$ cat config.mk
export PLATFORM = sky130hd
export DESIGN_NAME = branch_resolve_unit
export DESIGN_NICKNAME = d
export VERILOG_FILES = /design/src/rtl/bru_pkg.sv /design/src/rtl/bru_pred_queue.sv /design/src/rtl/branch_resolve_unit.sv
export SDC_FILE = /design/constraint.sdc
export NUM_CORES = 1
export LEC_CHECK = 0
export CAP_MARGIN = 20
export CORE_UTILIZATION = 45
export DETAILED_ROUTE_END_ITERATION = 7
export PLACE_DENSITY = 0.67
export SLEW_MARGIN = 20
export SYNTH_ARGS = -nofsm -noshare
export SYNTH_HDL_FRONTEND = slang
export SYNTH_HIERARCHICAL = 1
export SYNTH_SLANG_ARGS = --single-unit
$ cat constraint.sdc
create_clock -name clk_i -period 29.9 [get_ports clk_i]
set_clock_uncertainty 0.2 [all_clocks]
set_input_delay 4.485 -clock clk_i [delete_from_list [all_inputs] [get_ports clk_i]]
set_output_delay 4.485 -clock clk_i [all_outputs]
set_load 0.05 [all_outputs]
$ cat src/rtl/bru_pkg.sv
// Shared types and constants for the branch resolve unit.
// The optional BRU_STATS_EN build adds branch/mispredict statistics counters to the top.
package bru_pkg;

    localparam int          PC_W    = 32;
    localparam logic [31:0] PC_STEP = 32'd4;

    // Resolve FSM: normal operation, or squashing the pipeline after a redirect
    typedef enum logic [0:0] {
        BRU_IDLE  = 1'b0,
        BRU_FLUSH = 1'b1
    } bru_state_e;

    // Prediction metadata captured at fetch, consumed when the instruction leaves the ALU
    typedef struct packed {
        logic [PC_W-1:0] pc;
        logic            prediction;
        logic            taken;
        logic [PC_W-1:0] pred_pc;
    } bru_entry_t;

    // Sequential fall-through address, wrapping at 32 bits
    function automatic logic [PC_W-1:0] seq_pc(input logic [PC_W-1:0] pc);
        return pc + PC_STEP;
    endfunction

endpackage

$ cat src/rtl/bru_pred_queue.sv
// In-order FIFO of in-flight prediction entries.
// Pop of an empty queue and push into a full queue without a pop are ignored;
// clear empties the queue in one cycle and takes priority over push/pop.
module bru_pred_queue
    import bru_pkg::*;
#(
    parameter int QUEUE_DEPTH = 4
) (
    input  logic       clk_i,
    input  logic       rsn_i,
    input  logic       push,
    input  logic       pop,
    input  logic       clear,
    input  bru_entry_t wr_entry,
    output bru_entry_t rd_entry,
    output logic       full,
    output logic       empty
);

    localparam int PTR_W = (QUEUE_DEPTH > 1) ? $clog2(QUEUE_DEPTH) : 1;
    localparam int CNT_W = $clog2(QUEUE_DEPTH + 1);

    bru_entry_t       mem [QUEUE_DEPTH];
    logic [PTR_W-1:0] wr_ptr;
    logic [PTR_W-1:0] rd_ptr;
    logic [CNT_W-1:0] count;
    logic             pop_ok;
    logic             push_ok;

    assign full     = (count == CNT_W'(QUEUE_DEPTH));
    assign empty    = (count == '0);
    assign pop_ok   = pop && !empty;
    assign push_ok  = push && (!full || pop_ok);
    assign rd_entry = mem[rd_ptr];

    // Pointer and occupancy bookkeeping; pointers wrap naturally (depth is a power of two)
    always_ff @(posedge clk_i) begin
        if (!rsn_i) begin
            wr_ptr <= '0;
            rd_ptr <= '0;
            count  <= '0;
        end else if (clear) begin
            wr_ptr <= '0;
            rd_ptr <= '0;
            count  <= '0;
        end else begin
            if (push_ok) begin
                wr_ptr <= wr_ptr + PTR_W'(1);
            end
            if (pop_ok) begin
                rd_ptr <= rd_ptr + PTR_W'(1);
            end
            if (push_ok && !pop_ok) begin
                count <= count + CNT_W'(1);
            end else if (pop_ok && !push_ok) begin
                count <= count - CNT_W'(1);
            end
        end
    end

    // Entry storage carries data only, so it needs no reset
    always_ff @(posedge clk_i) begin
        if (push_ok && !clear) begin
            mem[wr_ptr] <= wr_entry;
        end
    end

endmodule

$ cat src/rtl/branch_resolve_unit.sv
// Branch resolve unit: compares each retiring instruction's fetch-time prediction with
// its resolved outcome, feeds the predictor, and redirects/flushes on a mispredict.
// Optional build macro BRU_STATS_EN adds stat_branch_o / stat_mispredict_o counters.
module branch_resolve_unit
    import bru_pkg::*;
#(
    parameter int QUEUE_DEPTH  = 4,
    parameter int FLUSH_CYCLES = 2
) (
    input  logic        clk_i,
    input  logic        rsn_i,
    input  logic        fetch_valid_i,
    input  logic [31:0] fetch_pc_i,
    input  logic        fetch_prediction_i,
    input  logic        fetch_taken_i,
    input  logic [31:0] fetch_pred_pc_i,
    input  logic        ex_valid_i,
    input  logic        ex_branch_i,
    input  logic        ex_jumps_i,
    input  logic [31:0] ex_target_pc_i,
    output logic        fetch_stall_o,
    output logic        bp_branch_o,
    output logic        bp_jumps_o,
    output logic        bp_prediction_o,
    output logic        bp_taken_o,
    output logic        bp_pc_ok_o,
    output logic [31:0] bp_branch_pc_o,
    output logic [31:0] bp_target_pc_o,
    output logic        redirect_valid_o,
    output logic [31:0] redirect_pc_o,
`ifdef BRU_STATS_EN
    output logic [31:0] stat_branch_o,
    output logic [31:0] stat_mispredict_o,
`endif
    output logic        flush_o
);

    localparam int FC_W = $clog2(FLUSH_CYCLES + 1);

    bru_state_e       state_q, state_d;
    logic [FC_W-1:0]  flush_cnt_q, flush_cnt_d;

    bru_entry_t       wr_entry;
    bru_entry_t       rd_entry;
    bru_entry_t       head;
    logic             q_full;
    logic             q_empty;
    logic             pop_req;
    logic             push_req;
    logic             mispredict;
    logic [31:0]      predicted_next;
    logic [31:0]      actual_next;

    // Registered predictor feedback and redirect
    logic             fb_branch_p1;
    logic             fb_jumps_p1;
    logic             fb_prediction_p1;
    logic             fb_taken_p1;
    logic             fb_pc_ok_p1;
    logic [31:0]      fb_branch_pc_p1;
    logic [31:0]      fb_target_pc_p1;
    logic             redirect_vld_p1;
    logic [31:0]      redirect_pc_p1;

    assign wr_entry = '{pc:         fetch_pc_i,
                        prediction: fetch_prediction_i,
                        taken:      fetch_taken_i,
                        pred_pc:    fetch_pred_pc_i};

    // An empty-queue pop resolves against an all-zero entry
    assign head = q_empty ? '0 : rd_entry;

    assign pop_req        = (state_q == BRU_IDLE) && ex_valid_i;
    assign predicted_next = (head.prediction && head.taken) ? head.pred_pc : seq_pc(head.pc);
    assign actual_next    = (ex_branch_i && ex_jumps_i) ? ex_target_pc_i : seq_pc(head.pc);
    assign mispredict     = pop_req && (predicted_next != actual_next);
    assign push_req       = fetch_valid_i && (state_q == BRU_IDLE) && !mispredict
                            && (!q_full || pop_req);

    bru_pred_queue #(
        .QUEUE_DEPTH (QUEUE_DEPTH)
    ) u_queue (
        .clk_i    (clk_i),
        .rsn_i    (rsn_i),
        .push     (push_req),
        .pop      (pop_req),
        .clear    (mispredict),
        .wr_entry (wr_entry),
        .rd_entry (rd_entry),
        .full     (q_full),
        .empty    (q_empty)
    );

    // FSM state and flush countdown register
    always_ff @(posedge clk_i) begin
        if (!rsn_i) begin
            state_q     <= BRU_IDLE;
            flush_cnt_q <= '0;
        end else begin
            state_q     <= state_d;
            flush_cnt_q <= flush_cnt_d;
        end
    end

    // Next state: enter FLUSH on a mispredict, leave once the countdown reaches zero
    always_comb begin
        state_d     = state_q;
        flush_cnt_d = flush_cnt_q;
        case (state_q)
            BRU_IDLE: begin
                if (mispredict) begin
                    state_d     = BRU_FLUSH;
                    flush_cnt_d = FC_W'(FLUSH_CYCLES - 1);
                end
            end
            BRU_FLUSH: begin
                if (flush_cnt_q == '0) begin
                    state_d = BRU_IDLE;
                end else begin
                    flush_cnt_d = flush_cnt_q - FC_W'(1);
                end
            end
            default: begin
                state_d     = BRU_IDLE;
                flush_cnt_d = '0;
            end
        endcase
    end

    // ---- stage p1: feedback and redirect registered one cycle after the pop ----
    always_ff @(posedge clk_i) begin
        if (!rsn_i || !pop_req) begin
            fb_branch_p1     <= 1'b0;
            fb_jumps_p1      <= 1'b0;
            fb_prediction_p1 <= 1'b0;
            fb_taken_p1      <= 1'b0;
            fb_pc_ok_p1      <= 1'b0;
            fb_branch_pc_p1  <= '0;
            fb_target_pc_p1  <= '0;
            redirect_vld_p1  <= 1'b0;
            redirect_pc_p1   <= '0;
        end else begin
            fb_branch_p1     <= ex_branch_i;
            fb_jumps_p1      <= ex_jumps_i;
            fb_prediction_p1 <= head.prediction;
            fb_taken_p1      <= head.taken;
            fb_pc_ok_p1      <= (head.pred_pc == ex_target_pc_i);
            fb_branch_pc_p1  <= head.pc;
            fb_target_pc_p1  <= ex_target_pc_i;
            redirect_vld_p1  <= mispredict;
            redirect_pc_p1   <= mispredict ? actual_next : '0;
        end
    end

`ifdef BRU_STATS_EN
    // Wrapping event counters for resolved branches and mispredicts
    always_ff @(posedge clk_i) begin
        if (!rsn_i) begin
            stat_branch_o     <= '0;
            stat_mispredict_o <= '0;
        end else begin
            if (pop_req && ex_branch_i) begin
                stat_branch_o <= stat_branch_o + 32'd1;
            end
            if (mispredict) begin
                stat_mispredict_o <= stat_mispredict_o + 32'd1;
            end
        end
    end
`endif

    assign fetch_stall_o    = q_full;
    assign flush_o          = (state_q == BRU_FLUSH);
    assign bp_branch_o      = fb_branch_p1;
    assign bp_jumps_o       = fb_jumps_p1;
    assign bp_prediction_o  = fb_prediction_p1;
    assign bp_taken_o       = fb_taken_p1;
    assign bp_pc_ok_o       = fb_pc_ok_p1;
    assign bp_branch_pc_o   = fb_branch_pc_p1;
    assign bp_target_pc_o   = fb_target_pc_p1;
    assign redirect_valid_o = redirect_vld_p1;
    assign redirect_pc_o    = redirect_pc_p1;

endmodule

==> summary.txt <==
Outcome
  – Status: complete, no violations

Setup path
  – CP endpoint kind: flip-flop
  – Critical path type: in2reg
  – Worst EP arrival: 9.82 ns
  – Worst EP required: 29.88 ns
  – Startpoint Class: input port
  – Worst setup endpoint: u_queue/mem[1][4]$_DFFE_PP_
  – Critical R2R Capture: u_queue/mem[1][4]$_DFFE_PP_
  – Reg2Reg Depth: 17
  – CP Launch Point: ex_branch_i
  – Reg2reg setup slack: 22.15 ns
  – CP Max Fanout: 49

CTS
  – Max Buffers Root-to-Sink: 3
  – Root Driver: clkbuf_16
  – Total CTS buffers: 38
  – CTS H-tree lvls: 2
  – Clock transition at path regs: 0.06 ns
  – Hold-fix buffers at CTS: 0
  – Sink Count: 378
  – Clk_lat worst skew: 0.56 ns
  – CTS tree: done
  – Post-CTS sizing: 0
  – Post-CTS setup buffer count: 0

Synthesis
  – Register area share after synthesis: 0.608
  – Synth top cells by count: edfxtp_1 (264), dfxtp_1 (114), and3_1 (73)
  – Synth Net Count: 1332
  – Synth Register Bits: 378
  – Ys async rst share: 0
  – Yosys warns: 6
  – Top-count cell post-synth: edfxtp_1
  – Syn Area/Cell: 13.8 sq um
  – Synth unique cells: 90
  – Post-synth EDFFs: 264
  – Mapped Cells: 1220
  – Top post-synthesis cells by area: edfxtp_1 (47%), dfxtp_1 (14%), mux4_2 (8.9%)
  – Synthesized cell area: 16800 sq um
  – Most common flop cell mapped by yosys: edfxtp_1
  – Synth area leader: edfxtp_1
  – Top cell type's share of synthesized area: 0.472

GRT
  – All-layer global routing usage: 0.262
  – Largest net degree at the start of global routing: 77
  – Global-route met1 utilization: 0.367
  – Busiest grt layer: met2
  – Antenna violations before repair: 0
  – GR Util met2: 0.407
  – M3 GR Usage: 0.0537
  – Gr ovfl total: 0
  – Number of global-route vias before repair: 11200
  – First-pass GRT wire length: 73400 um

Die
  – Core Area: 36700 sq um
  – DIE WIDTH: 195 um
  – Row count: 70
  – Top Ports: 208
  – Die ar.: 38100 sq um
  – Die height: 195 um
  – Starting Density: 0.458

Drt
  – WL per Instance: 25.9 um
  – Vias/cell: 6.02
  – DRC viols: 0
  – Routed Antenna Nets: 0
  – Initial drt markers: 1159
  – Initial DRT Pass Iterations: 6
  – Via count: 11500
  – Routed wire length: 49400 um

Finish
  – ANT cells: 0
  – Syn-to-layout area delta: 21.7%
  – Layout fillers: 2967
  – Share of cells above drive strength 1: 0.133
  – Number of nets in the layout: 1522

STA
  – RSZ-0062 raised after global routing: false
  – Setup Viol. Count Final: 0
  – Max Slew Vio Count: 0
  – Fin crit period: 9.84 ns
  – Least-Margin Pin Slew: 1.06 ns
  – Part of the cycle the worst path needs: 0.329
  – Setup TNS: 0 ns
  – WHS: 0.309 ns
  – Max-slew headroom: 0.284
  – Final hold violation count: 0
  – Max Clk Rate: 102 MHz

Place
  – Hpwl dp: 34700 um
  – Routability cong.: 1.02
  – Buffers on Ports: 207

Power
  – NetSw: 391 uW
  – Cell-internal power: 942 uW
  – Leak pwr: 0.00685 uW
  – Clock share of power: 0.338
  – Pwr Density: 65.2 nW/um^2
  – Switching Share: 0.293
  – Comb power frac: 0.221
  – Peak supply drop: 0.0000555 V
  – Flop pwr share: 0.441

Run
  – # Max-Cap Violations: 0

Worst hold path
  – HP Class: reg2reg
[metal layers]
metal  part of all wire  wire (um)
met4              0.030       1460
met3              0.089       4400
met1               0.42      21000
met2               0.46      22600
met5                  0          0
[cells in the final DEF (no fill, tap or decap), drive strengths merged, types with 30 or more instances in the layout]
cell type,n
nand2,65
and3,73
o21ai,36
xnor2,52
nor2,73
inv,34
clkdlybuf4s50,207
clkbuf,54
edfxtp,264
mux4,66
dfxtp,114
a21oi,30
[flip-flops by register name (all words and copies together) (netlist names), named ones only]
signal	flops
bp_taken_o	1
flush_o	1
flush_cnt_q	2
bp_target_pc_o	32
bp_pc_ok_o	1
bp_jumps_o	1
bp_branch_pc_o	32
u_queue/count	3
redirect_valid_o	1
u_queue/rd_ptr	2
u_queue/wr_ptr	2
redirect_pc_o	32
u_queue/mem	264
bp_prediction_o	1
bp_branch_o	1
[power groups by stage]
stage | registers (uW) | logic, uW | clock network (uW)
6_report | 587 | 294 | 451
5_1_grt | 589 | 309 | 481
4_1_cts | 588 | 290 | 461
3_5_place_dp | 599 | 288 | 0
3_3_place_gp | 598 | 287 | 0
2_1_floorplan | 623 | 166 | 0
[area by class of cell]
cell class              instances  area (sq um)  area share
flip-flops and latches        378         10200       0.500
multi-input cells             737          6110       0.299
repair buffers                223          2210       0.108
clock buffers                  54          1110      0.0542
well taps                     468           586      0.0287
inverters                      32           120     0.00588
clock inverters                16          83.8     0.00410
[kinds of logic (layout without fill, tap and decap cells)]
| kind of cell | Yosys count | in the layout | share of synthesized area |
|---|---|---|---|
| simple gates | 386 | 386 | 0.133 |
| flops | 378 | 378 | 0.608 |
| compound gates | 187 | 187 | 0.0822 |
| buf+inv | 105 | 325 | 0.0297 |
| xor+xnor | 80 | 80 | 0.0458 |
| mux | 76 | 76 | 0.0948 |
| fa+ha+maj | 8 | 8 | 0.00641 |
[worst max-delay path, cell delays in order]
cell,delay [ns]
clkdlybuf4s50_1,0.51
nand2_2,0.59
or4_1,0.71
o221ai_1,0.09
a211oi_1,0.08
nor4_1,0.42
nand3_1,0.14
nor4_2,0.36
nand4_2,0.18
or2_1,0.36
o21ai_0,0.38
nand2_1,0.25
nor3b_2,0.23
buf_4,0.30
buf_4,0.64
[how the worst min path moves through the flow]
stage,to,slack (ns),cells past startpoint,start
finish,flush_cnt_q[1]$_SDFFE_PN0P_,0.31,2,flush_cnt_q[1]$_SDFFE_PN0P_
CTS,flush_cnt_q[1]$_SDFFE_PN0P_,0.30,2,flush_cnt_q[1]$_SDFFE_PN0P_
global placement,flush_cnt_q[1]$_SDFFE_PN0P_,0.28,2,flush_cnt_q[1]$_SDFFE_PN0P_
global route,flush_cnt_q[1]$_SDFFE_PN0P_,0.32,2,flush_cnt_q[1]$_SDFFE_PN0P_
detailed placement,flush_cnt_q[1]$_SDFFE_PN0P_,0.30,2,flush_cnt_q[1]$_SDFFE_PN0P_
floorplan,flush_cnt_q[1]$_SDFFE_PN0P_,0.27,2,flush_cnt_q[1]$_SDFFE_PN0P_
[stage by stage]
stage	area [sq um]	utilization	setup WS, ns	total power [uW]	instances
floorplan	16800	-	17.38	790	1220
global placement	19200	0.524	19.63	885	1837
detailed placement	19200	0.524	19.47	887	1838
CTS	20400	0.557	20.04	1340	1908
global route	20400	0.557	19.68	1380	1908
finish	20400	0.557	20.06	1330	1908
No activity file was read; power rests on OpenSTA's default activity.
